$ cat config.mk
export PLATFORM = sky130hd
export DESIGN_NAME = id_ex_reg
export DESIGN_NICKNAME = d
export VERILOG_FILES = /design/src/rtl/id_ex_reg.sv
export SDC_FILE = /design/constraint.sdc
export NUM_CORES = 1
export LEC_CHECK = 0
export ABC_CLOCK_PERIOD_IN_PS = 3800
export BUFFER_PORTS_ARGS = -buffer_cell sky130_fd_sc_hd__buf_2
export CAP_MARGIN = 10
export CORE_MARGIN = 4
export CORE_UTILIZATION = 48
export DETAILED_ROUTE_END_ITERATION = 8
export PLACE_DENSITY = 0.81
export SLEW_MARGIN = 20
export SYNTH_ARGS = -nofsm -noshare
export SYNTH_HDL_FRONTEND = slang
export SYNTH_SLANG_ARGS = --single-unit
$ cat constraint.sdc
create_clock -name clk -period 3.8 [get_ports clk]
set_clock_uncertainty 0.15 [all_clocks]
set_input_delay 0.19 -clock clk [delete_from_list [all_inputs] [get_ports clk]]
set_output_delay 0.19 -clock clk [all_outputs]
set_load 0.05 [all_outputs]
$ cat src/rtl/id_ex_reg.sv
// ID/EX pipeline register with load-use hazard detection, stall hold, flush
// squash and a saturating count of inserted bubbles.
module id_ex_reg #(
    parameter int DATA_W = 16,
    parameter int REG_W  = 3,
    parameter int CNT_W  = 8
) (
    input  logic              clk,
    input  logic              rst,
    input  logic              id_valid,
    input  logic [REG_W-1:0]  id_rs,
    input  logic [REG_W-1:0]  id_rt,
    input  logic [REG_W-1:0]  id_write_reg,
    input  logic              id_rs_valid,
    input  logic              id_rt_valid,
    input  logic              id_write_reg_valid,
    input  logic              id_reg_write,
    input  logic              id_mem_read,
    input  logic              id_mem_write,
    input  logic [3:0]        id_alu_op,
    input  logic [DATA_W-1:0] id_rs_data,
    input  logic [DATA_W-1:0] id_rt_data,
    input  logic [DATA_W-1:0] id_imm,
    input  logic [DATA_W-1:0] id_pc,
    input  logic              ex_stall,
    input  logic              flush,
    output logic              ex_valid,
    output logic [REG_W-1:0]  RsIdEx,
    output logic [REG_W-1:0]  RtIdEx,
    output logic [REG_W-1:0]  writeRegIdEx,
    output logic              RsValidIdEx,
    output logic              RtValidIdEx,
    output logic              writeRegValidIdEx,
    output logic              RegWriteIdEx,
    output logic              MemReadIdEx,
    output logic              MemWriteIdEx,
    output logic [3:0]        aluOpIdEx,
    output logic [DATA_W-1:0] rsDataIdEx,
    output logic [DATA_W-1:0] rtDataIdEx,
    output logic [DATA_W-1:0] immIdEx,
    output logic [DATA_W-1:0] pcIdEx,
    output logic              id_hold,
    output logic [CNT_W-1:0]  bubble_cnt
);

    typedef struct packed {
        logic              valid;
        logic [REG_W-1:0]  rs;
        logic [REG_W-1:0]  rt;
        logic [REG_W-1:0]  wr;
        logic              rs_valid;
        logic              rt_valid;
        logic              wr_valid;
        logic              reg_write;
        logic              mem_read;
        logic              mem_write;
        logic [3:0]        alu_op;
        logic [DATA_W-1:0] rs_data;
        logic [DATA_W-1:0] rt_data;
        logic [DATA_W-1:0] imm;
        logic [DATA_W-1:0] pc;
    } stage_t;

    stage_t            stage_q, stage_d, id_stage;
    logic [CNT_W-1:0]  bubble_cnt_q, bubble_cnt_d;
    logic              rs_match, rt_match, hazard, load_bubble;

    // Side-effecting controls are gated so an empty slot can never write.
    always_comb begin
        id_stage           = '0;
        id_stage.valid     = id_valid;
        id_stage.rs        = id_rs;
        id_stage.rt        = id_rt;
        id_stage.wr        = id_write_reg;
        id_stage.rs_valid  = id_rs_valid;
        id_stage.rt_valid  = id_rt_valid;
        id_stage.wr_valid  = id_write_reg_valid;
        id_stage.reg_write = id_valid & id_reg_write;
        id_stage.mem_read  = id_valid & id_mem_read;
        id_stage.mem_write = id_valid & id_mem_write;
        id_stage.alu_op    = id_alu_op;
        id_stage.rs_data   = id_rs_data;
        id_stage.rt_data   = id_rt_data;
        id_stage.imm       = id_imm;
        id_stage.pc        = id_pc;
    end

    assign rs_match = id_rs_valid & (id_rs == stage_q.wr);
    assign rt_match = id_rt_valid & (id_rt == stage_q.wr);
    assign hazard   = stage_q.valid & stage_q.mem_read & stage_q.wr_valid
                    & id_valid & (rs_match | rt_match);

    // Load data only becomes forwardable from MEM/WB, so a dependent
    // instruction waits one cycle behind a bubble.
    assign id_hold = ~rst & ~flush & (ex_stall | hazard);

    always_comb begin
        stage_d      = stage_q;
        bubble_cnt_d = bubble_cnt_q;
        load_bubble  = 1'b0;
        if (flush) begin
            stage_d     = '0;
            load_bubble = 1'b1;
        end else if (ex_stall) begin
            stage_d = stage_q;
        end else if (hazard) begin
            stage_d     = '0;
            load_bubble = 1'b1;
        end else begin
            stage_d = id_stage;
        end
        if (load_bubble && (bubble_cnt_q != {CNT_W{1'b1}})) begin
            bubble_cnt_d = bubble_cnt_q + 1'b1;
        end
    end

    always_ff @(posedge clk or posedge rst) begin
        if (rst) begin
            stage_q      <= '0;
            bubble_cnt_q <= '0;
        end else begin
            stage_q      <= stage_d;
            bubble_cnt_q <= bubble_cnt_d;
        end
    end

    assign ex_valid          = stage_q.valid;
    assign RsIdEx            = stage_q.rs;
    assign RtIdEx            = stage_q.rt;
    assign writeRegIdEx      = stage_q.wr;
    assign RsValidIdEx       = stage_q.rs_valid;
    assign RtValidIdEx       = stage_q.rt_valid;
    assign writeRegValidIdEx = stage_q.wr_valid;
    assign RegWriteIdEx      = stage_q.reg_write;
    assign MemReadIdEx       = stage_q.mem_read;
    assign MemWriteIdEx      = stage_q.mem_write;
    assign aluOpIdEx         = stage_q.alu_op;
    assign rsDataIdEx        = stage_q.rs_data;
    assign rtDataIdEx        = stage_q.rt_data;
    assign immIdEx           = stage_q.imm;
    assign pcIdEx            = stage_q.pc;
    assign bubble_cnt        = bubble_cnt_q;

endmodule

==> results.py <==
metrics = {
    "status": {
        "status": "finished clean",
    },
    "clock_tree": {
        "ctsHoldBuffers": 83,
        "path_clk_slew_ns": 0.08,
        "ctsHtreeMaxLevel": 3,
        "numCtsBuffers": 9,
        "cts_max_path_buffers": 2,
        "cts_root_buf": "clkbuf_8",
        "cts_resized": 0,
        "cts_setup_buffers": 0,
        "clk_latency_ns": 0.35,
        "clkSinkCount": 92,
        "cts_tree": "built",
    },
    "synthesis": {
        "synthXorXnorAreaFrac_pct": 2.32,
        "synthDistinctLibCells": 29,
        "syn_nets": 506,
        "synth-edff-count": 0,
        "yosysSeqAreaShare_pct": 55.4,
        "syn_area_per_cell_um2": 9.96,
        "syn-cell-area_um2": 4150,
        "yosys.cell_count.top_type": "dfrtp_1",
        "yosys_register_bits": 92,
        "synth_top_family_by_area": "simple AND/OR/NAND/NOR gates",
        "synth_adder_area_share_pct": 0.301,
        "yosysTopAreaCellShare_pct": 55.4,
        "synth_mux_area_share_pct": 0.964,
        "synth-simple-area-share_pct": 24.3,
        "synth_compound_area_share_pct": 12.7,
        "synth_flop_cell": "dfrtp_1",
        "synthCells": 417,
        "synthArstFlopShare_pct": 100,
        "synth_top_cell_by_area": "dfrtp_1",
        "yosysWarnings": 0,
        "synth_common_cells": "92 x dfrtp_1, 81 x a21oi_1, 80 x nand2_1, 80 x nand3b_1, 25 x clkbuf_1",
        "synth_area_leaders": "dfrtp_1 55%, nand3b_1 14%, a21oi_1 9.8%",
    },
    "place": {
        "dp_hpwl_um": 7520,
        "port_buffers": 180,
        "postPlaceCellArea_um2": 5070,
        "place_congestion": 0.780,
    },
    "pwr": {
        "p_sw_share_pct": 34.8,
        "p_leak_nw": 2.99,
        "combinationalPowerShare_pct": 28.9,
        "p_sw_uw": 908,
        "p_per_area_nw_per_um2": 426,
        "p_clk_share_pct": 27.6,
        "p_seq_share_pct": 43.5,
        "p_int_mw": 1.70,
        "ir_drop_mv": 0.288,
    },
    "sta": {
        "period_share_pct": 63.5,
        "rsz0062_at_grt": "false",
        "worst_pin_slew_ns": 1.01,
        "fin_crit_ns": 2.41,
        "fmax_mhz": 414,
        "slew_headroom_pct": 33.0,
        "setup_violations": 0,
        "maxSlewViolCount": 0,
        "whs_ns": 0.0408,
        "finalHoldViolCount": 0,
        "finalSetupTns_ns": 0,
    },
    "hold_path": {
        "min_path_type": "primary input to register",
        "hp-start": "id_mem_read",
    },
    "worst_setup_path": {
        "path_max_fanout": 5,
        "required_ns": 3.46,
        "cp-startpoint": "id_rs[1]",
        "cp-start-kind": "primary input",
        "crit_path_end_kind": "output pin",
        "reg2reg_from": "writeRegIdEx[0]",
        "cp.arrival_ns": 2.07,
        "crit_type": "primary input to output pin",
    },
    "finish": {
        "fill_cells": 580,
        "layout-drive-gt1-share_pct": 31.2,
        "design_area_um2": 6120,
        "area_growth_pct": 47.4,
        "nets": 748,
        "multi_input_area_um2": 1690,
        "seqCellArea_um2": 2300,
        "final_util_pct": 73.8,
    },
    "drt": {
        "drtIter0Drc": 158,
        "drc": 0,
        "wl_um": 12600,
        "ant_nets": 0,
        "post_drt_wl_per_cell_um": 16.4,
        "vias": 4044,
        "dr.pass1.iters": 4,
        "viasPerCell": 5.26,
    },
    "floorplan": {
        "dieWidth_um": 101,
        "core-area_um2": 8300,
        "rows": 33,
        "num_io_pins": 181,
        "start_util_pct": 50.0,
        "die_h_um": 101,
        "design.die.area_um2": 10200,
    },
    "global_routing": {
        "grt_start_max_net_pins": 81,
        "antenna_found_initial": 0,
        "grt_pass1_wl_um": 20100,
        "met3_usage_pct": 5.81,
        "met2_usage_pct": 40.9,
        "grt_overflow_total": 0,
        "first_global_vias": 4095,
        "grtUsageTotal_pct": 24.6,
        "gr-usage-met1_pct": 30.8,
        "busiest_layer": "met2",
    },
    "flow_run": {
        "drv_cap": 0,
    },
}
-- per-stage QoR --
step / total power [mW] / std cells / worst slack, ns
2_1_floorplan: 1.64 / 417 / 0.887
3_3_place_gp: 1.82 / 670 / 1.76
3_5_place_dp: 1.84 / 670 / 1.65
4_1_cts: 2.62 / 768 / 1.37
5_1_grt: 2.72 / 768 / 1.28
6_report: 2.61 / 769 / 1.39
-- logic make-up after synthesis --
logic type	Yosys count
AO/OA/AOI/OAI	94
AND/OR/NAND/NOR	176
flip-flops	92
multiplexers	3
buffers and inverters	40
adder cells (fa/ha/maj)	1
XOR/XNOR	11
-- sequential cells by signal, summed over array words and instances, names as in the netlist --
signal             count
rsDataIdEx            16
RsIdEx                 3
MemReadIdEx            1
RtIdEx                 3
writeRegIdEx           3
RegWriteIdEx           1
aluOpIdEx              4
bubble_cnt             8
rtDataIdEx            16
ex_valid               1
immIdEx               16
RsValidIdEx            1
MemWriteIdEx           1
writeRegValidIdEx      1
RtValidIdEx            1
pcIdEx                16
-- critical path, stage by stage --
cell and delay (ns):
dlygate4sd3_1 0.55, buf_2 0.14, xnor2_1 0.14, nand4_1 0.19
a21o_2 0.26, nor2b_4 0.14, nor3_1 0.16, buf_2 0.30
-- per-layer routing --
| layer | vias up | wire [µm] |
|---|---|---|
| li1 | 1914 | - |
| met1 | 1934 | 4950 |
| met2 | 161 | 6340 |
| met3 | 35 | 964 |
| met4 | 0 | 380 |
| met5 | - | 0 |
-- layout make-up --
| cell class | count | area share [%] |
|---|---|---|
| multi-input cells | 285 | 27.5 |
| diodes | 1 | 0.0409 |
| inverters | 3 | 0.225 |
| well taps | 105 | 2.15 |
| clock buffers | 11 | 2.31 |
| flip-flops and latches | 92 | 37.6 |
| clock inverters | 4 | 1.21 |
| repair buffers | 268 | 28.9 |
-- path summary, 6_finish.rpt --
path | to | slack (ns) | cells after the start
hold / removal | MemReadIdEx | 0.04 | 3
setup / recovery | id_hold | 1.39 | 8
min in group asynchronous | bubble_cnt[1] | 0.45 | 3
hold reg to reg | MemWriteIdEx | 0.35 | 1
max in group asynchronous | immIdEx[0] | 2.25 | 4
setup reg to reg | rtDataIdEx[14] | 1.53 | 6
-- cells in the final DEF (no fill, tap or decap), types with 2 or more instances in the layout --
master and count:
o211ai_1 2, clkbuf_8 10, buf_4 6, a32o_1 4, nand4_1 4, nand3_1 2
bufinv_16 2, a21oi_1 81, and4_1 2, dfrtp_1 92, o21ai_0 2, buf_2 179
nand3b_1 80, inv_1 2, nor2b_1 2, mux2_4 2, nand2_1 80, xnor2_1 11
dlygate4sd3_1 83
-- power groups by stage --
stage / clock [mW] / combinational (mW) / sequential [mW]
2_1_floorplan: 0 / 0.207 / 1.44
3_3_place_gp: 0 / 0.670 / 1.15
3_5_place_dp: 0 / 0.688 / 1.15
4_1_cts: 0.730 / 0.754 / 1.13
5_1_grt: 0.771 / 0.802 / 1.15
6_report: 0.719 / 0.755 / 1.14
Note: power is estimated with default switching activity, not from simulation.
